## config.mk

```make
export PLATFORM = sky130hd
export DESIGN_NAME = down_timer
export DESIGN_NICKNAME = d
export VERILOG_FILES = /design/src/rtl/down_timer_pkg.sv /design/src/rtl/down_timer_word_dec.sv /design/src/rtl/down_timer.sv
export SDC_FILE = /design/constraint.sdc
export NUM_CORES = 1
export LEC_CHECK = 0
export ABC_AREA = 1
export ABC_CLOCK_PERIOD_IN_PS = 2200
export BUFFER_PORTS_ARGS = -buffer_cell sky130_fd_sc_hd__clkbuf_2
export CORE_ASPECT_RATIO = 1.2
export CORE_MARGIN = 1
export CORE_UTILIZATION = 53
export DETAILED_ROUTE_END_ITERATION = 6
export PLACE_DENSITY = 0.89
export SLEW_MARGIN = 0
export SYNTH_ARGS = -nofsm -noshare
export SYNTH_HDL_FRONTEND = slang
export SYNTH_SLANG_ARGS = --single-unit
export TNS_END_PERCENT = 10
```

## constraint.sdc

```tcl
create_clock -name clk -period 2.2 [get_ports clk]
set_clock_uncertainty 0.15 [all_clocks]
set_input_delay 0.11 -clock clk [delete_from_list [all_inputs] [get_ports clk]]
set_output_delay 0.11 -clock clk [all_outputs]
set_load 0.01 [all_outputs]
```

## src/rtl/down_timer_pkg.sv

```systemverilog
// Shared definitions for the down_timer block: state encoding and default word width.
package down_timer_pkg;

  localparam int unsigned DefaultWidth = 32;

  typedef enum logic [1:0] {
    StIdle = 2'b00,
    StRun  = 2'b01,
    StDone = 2'b10
  } state_e;

endpackage

```

## src/rtl/down_timer_word_dec.sv

```systemverilog
// Combinational WIDTH-bit decrement-by-one; wraps modulo 2^WIDTH.
module word_dec
  import down_timer_pkg::*;
#(
  parameter int unsigned WIDTH = DefaultWidth
) (
  input  logic [WIDTH-1:0] a,
  output logic [WIDTH-1:0] y
);

  assign y = a - {{(WIDTH-1){1'b0}}, 1'b1};

endmodule

```

## src/rtl/down_timer.sv

```systemverilog
// Loadable down-counter with start/stop control and a one-cycle expire pulse.
// Define DOWN_TIMER_AUTORELOAD_EN to reload the count on expiry and keep running.
module down_timer
  import down_timer_pkg::*;
#(
  parameter int unsigned WIDTH = DefaultWidth
) (
  input  logic             clk,
  input  logic             reset,
  input  logic             load,
  input  logic [WIDTH-1:0] load_val,
  input  logic             start,
  input  logic             stop,
  output logic [WIDTH-1:0] count,
  output logic             busy,
  output logic             expire
);

  state_e           state_q, state_d;
  logic [WIDTH-1:0] count_q, count_d;
  logic             expire_q, expire_d;
  logic [WIDTH-1:0] count_dec;
`ifdef DOWN_TIMER_AUTORELOAD_EN
  logic [WIDTH-1:0] reload_q, reload_d;
`endif

  logic count_zero;
  logic count_one;

  assign count_zero = (count_q == '0);
  assign count_one  = (count_q == {{(WIDTH-1){1'b0}}, 1'b1});

  word_dec #(
    .WIDTH (WIDTH)
  ) u_word_dec (
    .a (count_q),
    .y (count_dec)
  );

  always_comb begin
    state_d  = state_q;
    count_d  = count_q;
    expire_d = 1'b0;
`ifdef DOWN_TIMER_AUTORELOAD_EN
    reload_d = reload_q;
`endif
    if (load) begin
      count_d = load_val;
      state_d = StIdle;
`ifdef DOWN_TIMER_AUTORELOAD_EN
      reload_d = load_val;
`endif
    end else begin
      unique case (state_q)
        StIdle, StDone: begin
          // A zero count has nothing to count down, so start is ignored.
          if (start && !stop && !count_zero) begin
            state_d = StRun;
          end
        end
        StRun: begin
          if (stop) begin
            state_d = StIdle;
          end else if (count_one) begin
            expire_d = 1'b1;
`ifdef DOWN_TIMER_AUTORELOAD_EN
            count_d  = reload_q;
`else
            count_d  = '0;
            state_d  = StDone;
`endif
          end else begin
            count_d = count_dec;
          end
        end
        default: begin
          state_d = StIdle;
        end
      endcase
    end
  end

  always_ff @(posedge clk) begin
    if (reset) begin
      state_q  <= StIdle;
      count_q  <= '0;
      expire_q <= 1'b0;
`ifdef DOWN_TIMER_AUTORELOAD_EN
      reload_q <= '0;
`endif
    end else begin
      state_q  <= state_d;
      count_q  <= count_d;
      expire_q <= expire_d;
`ifdef DOWN_TIMER_AUTORELOAD_EN
      reload_q <= reload_d;
`endif
    end
  end

  assign count  = count_q;
  assign busy   = (state_q == StRun);
  assign expire = expire_q;

endmodule

```

==> results of run 1 <==
[logic make-up (layout without fill, tap and decap cells)]
| group | count (synthesis) | count (layout) | share of synthesized area, % |
|---|---|---|---|
| simple gates | 241 | 241 | 43.77 |
| buf+inv | 72 | 152 | 11.01 |
| compound gates | 65 | 65 | 13.13 |
| flops | 35 | 35 | 26.94 |
| xor+xnor | 11 | 11 | 3.704 |
| fa+ha+maj | 3 | 3 | 1.443 |
[power groups by stage]
stage | clock network (mW) | registers, mW | logic [mW]
2_1_floorplan | 0 | 0.751 | 0.389
3_3_place_gp | 0 | 0.745 | 0.544
3_5_place_dp | 0 | 0.747 | 0.560
4_1_cts | 0.539 | 0.732 | 0.581
5_1_grt | 0.568 | 0.740 | 0.657
6_report | 0.543 | 0.735 | 0.590
[cells in the mapped netlist (5+ instances only)]
cell and n:
inv_2 5, a21oi_1 33, xor2_1 8, nor2_1 58
nand2_2 7, o21ai_0 24, nand2_1 109, dfxtp_1 35
inv_1 53, nor2_2 9, nand3_1 21, clkbuf_1 8
nand4_1 25
[stage by stage]
step / cell area, sq um / util, % / power [mW] / instances / setup WS [ps]
after CTS: 3199 / 68.63 / 1.852 / 565 / 336.1
after global routing: 3199 / 68.63 / 1.965 / 565 / 106.9
after detailed placement: 2989 / 64.12 / 1.307 / 546 / 349.5
final: 3199 / 68.63 / 1.868 / 565 / 325.2
after floorplan: 2601 / - / 1.141 / 427 / 482.3
after global placement: 2989 / 64.12 / 1.289 / 546 / 430.5
[sequential cells by signal, summed over array words and instances (netlist names)]
signal	count
count	32
expire	1
state_q	2
[worst paths after layout]
| check | start | to | slack (ps) | cells after the start |
|---|---|---|---|---|
| min | load_val[16] | count[16] | -5 | 5 |
| max reg2reg | count[0] | count[30] | 330 | 9 |
| max | count[0] | count[30] | 330 | 9 |
| min reg2reg | state_q[1] | state_q[1] | 340 | 2 |
[critical path, delay by kind of cell, from the launching register on]
family                   cells  cell delay, ps
flip-flops                   1             330
AO/OA/AOI/OAI                2             320
AND/OR/NAND/NOR              4             460
buffers and inverters        2             230
adder cells (fa/ha/maj)      1             280
[metal layers]
layer | part of all wire, % | track usage, %
met1 | 40 | 36.41
met2 | 50 | 57.24
met3 | 7.3 | 5.460
met4 | 2.7 | 15.96
met5 | 0 | 0
[cell type report]
cell class | instances | share of cell area, %
inverters | 59 | 6.922
flip-flops and latches | 35 | 21.90
repair buffers | 85 | 15.33
multi-input cells | 320 | 50.45
well taps | 58 | 2.268
clock buffers | 8 | 3.129
==> results.yml, run 1 <==
worst_setup_path:
  end_kind: "register"
  setup.worst_path.class: "reg2reg"
  critPathRequiredTime_ps: 2230
  crit_arrival_ps: 1910
  startpoint_type: "register"
  cpMaxStageDelayCell: "dfxtp_1"
  worstPathMaxFanout: 6
  cpPeakStageDelay_ps: 330
  path_cells: "inv_1, ha_1, inv_1, nor2_2, nand2_1, o21ai_0, nand2_1, a21oi_1, nor2_1"
logic_synthesis:
  syn-num-nets: 467
  syn_avg_cell_area_sq_um: 6.092
  ys_seq_elements: 35
  synthCells: 427
  ys_types: 32
  ys.flop_type: "dfxtp_1"
  synth_edf_count: 0
  synth_top_cell_area_share_pct: 26.94
  synthArstFlopShare_pct: 0
  ys_seq_area_share_pct: 26.94
  synth_top_cell_by_area: "dfxtp_1"
  yosys_warnings: 0
  netlist_area_sq_mm: 0.002601
  ys_top_cells_by_area: "dfxtp_1 (27%), nand2_1 (16%), nor2_1 (8.4%), inv_1 (7.6%), a21oi_1 (6.3%)"
placement:
  dp.final_hpwl_microns: 5715
  io_buffers: 70
  finalWeightedCongestion: 1.010
sta:
  fmaxAchievable_ghz: 0.5334
  relSlewSlack_pct: 69.94
  setup_viol: 0
  final.min_clock_period_ps: 1875
  hold_viol: 3
  min_period_over_period_pct: 85.22
  drv_slew: 0
  tightestPinTransition_ps: 449.5
  rsz0062_at_grt: "false"
  hold_ws_ps: -4.985
  tns_ps: 0
floorplanning:
  die_w_microns: 65.96
  die_height_microns: 78.75
  pin_count: 71
  initial_utilization_pct: 55.80
  design.core.area_sq_mm: 0.004662
  rows: 27
  die_area_sq_mm: 0.005194
global_route:
  grt_max_degree: 36
  grt_overflow: 0
  antenna_found_initial: 0
  grt_pass1_wl_microns: 13010
  grt_usage_pct: 32.26
  grt_pass1_vias: 2957
detailed_routing:
  drt_iter0_drc: 321
  drt_first_pass_iters: 5
  drt_wl_total_microns: 7865
  ant_nets: 0
  route.vias.total: 3134
  vias_per_cell: 5.547
  wl_per_cell_microns: 13.92
  drc: 0
cells_and_area:
  nets: 546
  fill_cells: 427
  multi_input_area_sq_mm: 0.001614
  syn_to_final_growth_pct: 22.99
  drive_gt1_share_pct: 22.49
  ff_latch_area_sq_um: 700.7
  final_common_cell: "nand2_1"
  n_antenna_cell: 0
  layout_common_cells: "nand2_1 (109), clkbuf_2 (70), nor2_1 (58)"
clock_network:
  path_clk_slew_ps: 80
  cts_root_buffer: "clkbuf_8"
  cts_buffer_depth: 2
  cts_resized: 0
  postCtsSetupRepairBufs: 0
  h-tree-depth: 2
  cts_tree: "built"
  clock_sinks: 35
  clock_latency_ps: 300
  cts_hold_buf: 11
  cts_buffers: 5
power_and_ir_drop:
  power_switching_share_pct: 37.22
  p_leak_nw: 1.596
  p_clk_share_pct: 29.1
  power_density_mw_per_mm2: 583.9
  peakVddDrop_uv: 380.5
  seq_power_share_pct: 39.4
  p_comb_share_pct: 31.6
  p_int_mw: 1.173
  power.net_switching_mw: 0.6952
status:
  violations: "negative hold slack"
  status: "complete, but fails checks"
worst_hold_path:
  hp-class: "in2reg"
flow_run:
  max_cap_violations: 0
No activity file was read; power rests on OpenSTA's default activity.
==> run 2, diff against run 1 <==
--- a/config.mk
+++ b/config.mk
@@ -8,6 +8,7 @@
 export ABC_AREA = 1
 export ABC_CLOCK_PERIOD_IN_PS = 2200
 export BUFFER_PORTS_ARGS = -buffer_cell sky130_fd_sc_hd__clkbuf_2
+export CAP_MARGIN = 20
 export CORE_ASPECT_RATIO = 1.2
 export CORE_MARGIN = 1
 export CORE_UTILIZATION = 53
==> constraint.sdc (replaced) <==
create_clock -name clk -period 2.2 [get_ports clk]
set_clock_uncertainty 0.15 [all_clocks]
set_input_delay 0.44 -clock clk [delete_from_list [all_inputs] [get_ports clk]]
set_output_delay 0.44 -clock clk [all_outputs]
set_load 0.01 [all_outputs]
==> results.yml, run 2 (synthesis results as in run 1) <==
detailed_routing:
  dr_wl_met3_microns: 458
  wl_met2_microns: 3556
  wl_per_cell_microns: 13.20
  drt_iter0_drc: 240
  drc: 0
  m1WireLength_microns: 3041
  drt_first_pass_iters: 5
  ant_nets: 0
  route.vias.total: 2985
  vias_per_cell: 5.398
  drt_wl_total_microns: 7302
  dr.max_layer_used: "met4"
worst_setup_path:
  setup.worst_path.class: "reg2reg"
  rr_endpoint: "count[30]"
  cpPeakStageDelay_ps: 330
  startpoint_type: "register"
  end_kind: "register"
  critPathRequiredTime_ps: 2210
  worstPathMaxFanout: 6
  cpMaxStageDelayCell: "dfxtp_1"
  rr_startpoint: "count[0]"
  path_cells: "inv_1, ha_1, inv_1, nor2_2, nand2_1, o21ai_0, nand2_1, a21oi_1, nor2_1"
  crit_arrival_ps: 1920
  r2r_slack_ps: 290
  rr_worst_depth: 9
sta:
  tightestPinTransition_ps: 474.2
  relSlewSlack_pct: 68.28
  hold_viol: 0
  timing.final.ws_setup_ps: 292.2
  final.min_clock_period_ps: 1908
  fmaxAchievable_ghz: 0.5242
  tns_ps: 0
  rsz0062_at_grt: "false"
  setup_viol: 0
  drv_slew: 0
  min_period_over_period_pct: 86.72
floorplanning:
  pin_count: 71
  initial_utilization_pct: 55.80
  die_area_sq_mm: 0.005194
  die_w_microns: 65.96
  rows: 27
  design.core.area_sq_mm: 0.004662
  die_height_microns: 78.75
clock_network:
  cts_buffer_depth: 2
  cts_hold_buf: 0
  clock_sinks: 35
  postCtsSetupRepairBufs: 0
  cts_tree: "built"
  clock_latency_ps: 290
  cts_buffers: 5
  path_clk_slew_ps: 70
  cts_root_buffer: "clkbuf_8"
  cts_resized: 0
  h-tree-depth: 2
power_and_ir_drop:
  power_density_mw_per_mm2: 565.9
  peakVddDrop_uv: 402.7
  p_comb_share_pct: 32.7
  p_clk_share_pct: 25.0
  power.net_switching_mw: 0.6499
  p_leak_nw: 1.541
  p_int_mw: 1.087
  seq_power_share_pct: 42.4
  power_switching_share_pct: 37.42
global_route:
  grt_usage_pct: 30.60
  grt_overflow: 0
  grt_pass1_wl_microns: 12450
  grt_pass1_vias: 2816
  antenna_found_initial: 0
  grt_max_degree: 33
cells_and_area:
  utilization_pct: 65.83
  n_antenna_cell: 0
  nets: 536
  syn_to_final_growth_pct: 17.99
  layout_common_cells: "nand2_1 (109), clkbuf_2 (70), nor2_1 (58)"
  drive_gt1_share_pct: 22.83
  instances_no_fill: 553
  final_common_cell: "nand2_1"
  largest_reg_flops: 32
worst_hold_path:
  holdPathStages: 3
  holdPathEnd: "count[4]"
  hold_start: "load_val[4]"
  hp-class: "in2reg"
placement:
  dp.final_hpwl_microns: 5640
  place_ws_ps: 323.4
  dp.cells: 547
  io_buffers: 70
  finalWeightedCongestion: 1.005
flow_run:
  max_cap_violations: 0
status:
  status: "complete, no violations"
-- run 2: cell count changes in the layout (fill, tap and decap cells not counted) --
cell,delta
dlygate4sd3_1,-11
clkbuf_8,-2
buf_4,+1
-- run 2: stage by stage --
| step | area, sq um | hold WS (ps) | power, mW |
|---|---|---|---|
| after global routing | 3069 | 237.2 | 1.854 |
| after global placement | 2997 | 308.5 | 1.289 |
| final | 3069 | 232.1 | 1.737 |
| after detailed placement | 2997 | 324.8 | 1.307 |
| after CTS | 3069 | 224.6 | 1.742 |
| after floorplan | 2601 | 297.0 | 1.141 |
-- run 2: worst max-delay path by stage --
stage | to | from | slack [ps]
after floorplan | count[30] | count[0] | 480
after global placement | count[30] | count[0] | 420
after detailed placement | count[30] | count[0] | 320
after CTS | count[30] | count[0] | 300
after global routing | count[30] | count[0] | 40
final | count[30] | count[0] | 290
-- run 2: routing by layer --
layer | GRT usage [%] | up-vias
met5 | 0 | -
met4 | 15.96 | 0
met1 | 36.15 | 1319
met3 | 5.603 | 22
li1 | - | 1503
met2 | 51.73 | 141
-- run 2: power by group through the flow --
| stage | combinational, mW | sequential (mW) | clock (mW) |
|---|---|---|---|
| after floorplan | 0.389 | 0.751 | 0 |
| after global placement | 0.544 | 0.745 | 0 |
| after detailed placement | 0.559 | 0.748 | 0 |
| after CTS | 0.563 | 0.734 | 0.445 |
| after global routing | 0.640 | 0.741 | 0.473 |
| final | 0.567 | 0.736 | 0.434 |
-- run 2: critical path: cells and delay by family (launching register included) --
kind,cells,cell delay (ps)
adders and majority gates,1,300
and+or+nand+nor,4,440
AOI/OAI and AO/OA,2,320
buffers and inverters,2,240
DFF,1,330
-- run 2: final cells by class --
| cell class | count | area [sq um] |
|---|---|---|
| repair buffers | 75 | 387.9 |
| well taps | 58 | 72.57 |
| flip-flops and latches | 35 | 700.7 |
| multi-input cells | 320 | 1614 |
| fillers | 446 | 1593 |
| inverters | 59 | 221.5 |
| clock buffers | 6 | 72.57 |
==> run 3, diff against run 2 <==
--- a/config.mk
+++ b/config.mk
@@ -11,11 +11,12 @@
 export CAP_MARGIN = 20
 export CORE_ASPECT_RATIO = 1.2
 export CORE_MARGIN = 1
-export CORE_UTILIZATION = 53
+export CORE_UTILIZATION = 55
 export DETAILED_ROUTE_END_ITERATION = 6
-export PLACE_DENSITY = 0.89
+export PLACE_DENSITY = 0.9
 export SLEW_MARGIN = 0
 export SYNTH_ARGS = -nofsm -noshare
 export SYNTH_HDL_FRONTEND = slang
+export SYNTH_HIERARCHICAL = 1
 export SYNTH_SLANG_ARGS = --single-unit
 export TNS_END_PERCENT = 10
==> results.yml, run 3 <==
logic_synthesis:
  synth_fa_ha_area_share_pct: 0.4207
  synthCells: 498
  synth_top_family_by_area: "simple AND/OR/NAND/NOR gates"
  synth_compound_area_share_pct: 7.404
  synthArstFlopShare_pct: 0
  synth_xor_area_share_pct: 4.417
  yosys_warnings: 6
  yosysMostFrequentCell: "nand2_1"
  synth_top_cell_area_share_pct: 23.56
  synthMuxAreaShare_pct: 0
  ys.flop_type: "dfxtp_1"
  ys_types: 29
  ys_seq_area_share_pct: 23.56
  ys_top_cells_by_area: "dfxtp_1 (24%), nand2_1 (18%), nor2_1 (8.8%), nand4_1 (6.9%), inv_1 (6.8%)"
  yosys.area_share.simple_pct: 51.20
  syn_avg_cell_area_sq_um: 5.972
  netlist_area_sq_mm: 0.002974
  synth_edf_count: 0
  syn-num-nets: 536
  synth_top_cell_by_area: "dfxtp_1"
  ys_seq_elements: 35
  synth_commonest_cells: "nand2_1 (146), nor2_1 (70), inv_1 (54)"
global_route:
  grt_usage_pct: 29.49
  grt_pass1_wl_microns: 13660
  grt_overflow: 0
  antenna_found_initial: 0
  grt_max_degree: 37
  grt_pass1_vias: 2977
clock_network:
  cts_hold_buf: 0
  h-tree-depth: 2
  cts_tree: "built"
  postCtsSetupRepairBufs: 0
  cts_root_buffer: "clkbuf_8"
  cts_buffer_depth: 2
  cts_buffers: 5
  clock_sinks: 35
  cts_resized: 0
  path_clk_slew_ps: 70
  clock_latency_ps: 290
sta:
  min_period_over_period_pct: 83.02
  setup_viol: 0
  relSlewSlack_pct: 68.75
  timing.final.ws_setup_ps: 373.6
  tns_ps: 0
  fmaxAchievable_ghz: 0.5475
  drv_slew: 0
  hold_viol: 0
  rsz0062_at_grt: "false"
  tightestPinTransition_ps: 468.7
  final.min_clock_period_ps: 1826
cells_and_area:
  layout_common_cells: "nand2_1 (146), nor2_1 (70), clkbuf_2 (70)"
  fill_cells: 455
  final_common_cell: "nand2_1"
  nets: 598
  instances_no_fill: 621
  syn_to_final_growth_pct: 14.43
  largest_reg_flops: 32
  n_antenna_cell: 0
  drive_gt1_share_pct: 21.21
detailed_routing:
  vias_per_cell: 5.493
  route.vias.total: 3411
  drt_wl_total_microns: 8073
  drt_first_pass_iters: 5
  wl_per_cell_microns: 13.00
  drt_iter0_drc: 335
  ant_nets: 0
  drc: 0
status:
  status: "complete, no violations"
power_and_ir_drop:
  power_density_mw_per_mm2: 579.0
  peakVddDrop_uv: 306.6
  p_leak_nw: 1.793
flow_run:
  max_cap_violations: 0
worst_setup_path:
  critical_path_buf_inv_count: 1
  setup.worst_path.class: "reg2reg"
  cp.depth: 10
  end_kind: "register"
  rr_worst_depth: 10
  cpMostUsedCell: "nand2_1"
  cp_top_family: "simple AND/OR/NAND/NOR gates"
  worstPathMaxFanout: 5
  startpoint_type: "register"
  cpPeakStageDelay_ps: 340
  crit_arrival_ps: 1900
  critPathRequiredTime_ps: 2270
  cpMaxStageDelayCell: "dfxtp_1"
  path_cells: "inv_1, ha_1, nand2_4, nor2_2, nand2_2, nor2_1, nand2_1, nand2_1, nand4_1, a21oi_1"
worst_hold_path:
  hp-class: "in2reg"
  holdPathStages: 5
floorplanning:
  rows: 28
  die_area_sq_mm: 0.005707
  design.core.area_sq_mm: 0.005080
  die_height_microns: 82.56
  pin_count: 71
  die_w_microns: 69.13
  initial_utilization_pct: 58.55
placement:
  dp.final_hpwl_microns: 5908
  io_buffers: 70
  place_ws_ps: 403.8
  dp.cells: 613
  finalWeightedCongestion: 0.9655
[run 3: routing by layer]
layer  GRT usage (%)  vias to the layer above  wire length [microns]
li1                -                     1704                      -
met1           36.36                     1527                   3274
met2           51.75                      151                   3955
met3           4.248                       29                    554
met4           12.65                        0                    287
met5               0                        -                      0
[run 3: per-stage QoR]
stage | util, % | cell area, sq um | hold WS (ps) | power [mW]
final | 67.00 | 3403 | 305.3 | 1.970
after global routing | 67.00 | 3403 | 309.5 | 2.094
after CTS | 67.00 | 3403 | 303.7 | 1.973
after detailed placement | 65.02 | 3303 | 371.7 | 1.443
after global placement | 65.02 | 3303 | 359.9 | 1.425
after floorplan | - | 2974 | 346.2 | 1.262
[run 3: logic make-up after synthesis]
family                   after synthesis
flip-flops                            35
AO/OA/AOI/OAI                         44
XOR/XNOR                              15
buffers and inverters                 84
adder cells (fa/ha/maj)                1
AND/OR/NAND/NOR                      319
[run 3: worst paths after layout]
path | end | startpoint | slack, ps
hold / removal | count[9] | load_val[9] | 310
setup reg to reg | count[30] | count[0] | 370
hold reg to reg | state_q[0] | state_q[0] | 390
setup / recovery | count[30] | count[0] | 370
[run 3: final cells by class]
type                    count  area [sq um]  share of cell area, %
flip-flops and latches     35         700.7                  20.59
multi-input cells         379          1887                  55.44
clock buffers               8         100.1                  2.941
inverters                  61         230.2                  6.765
repair buffers             78         410.4                  12.06
well taps                  60         75.07                  2.206
[run 3: worst register-to-register path, delay by kind of cell (launching register included)]
family                     cells  cell delay [ps]
DFF                            1              340
adders and majority gates      1              280
buffers and inverters          1              140
and+or+nand+nor                7              720
AOI/OAI and AO/OA              1              140
[run 3: report_power, final]
part,total (mW),internal [mW],leakage [nW],switching [mW]
Combinational,0.672,0.249,1.45,0.423
Sequential,0.769,0.680,0.289,0.0885
Clock,0.529,0.286,0.0515,0.243
Total,1.97,1.22,1.79,0.755
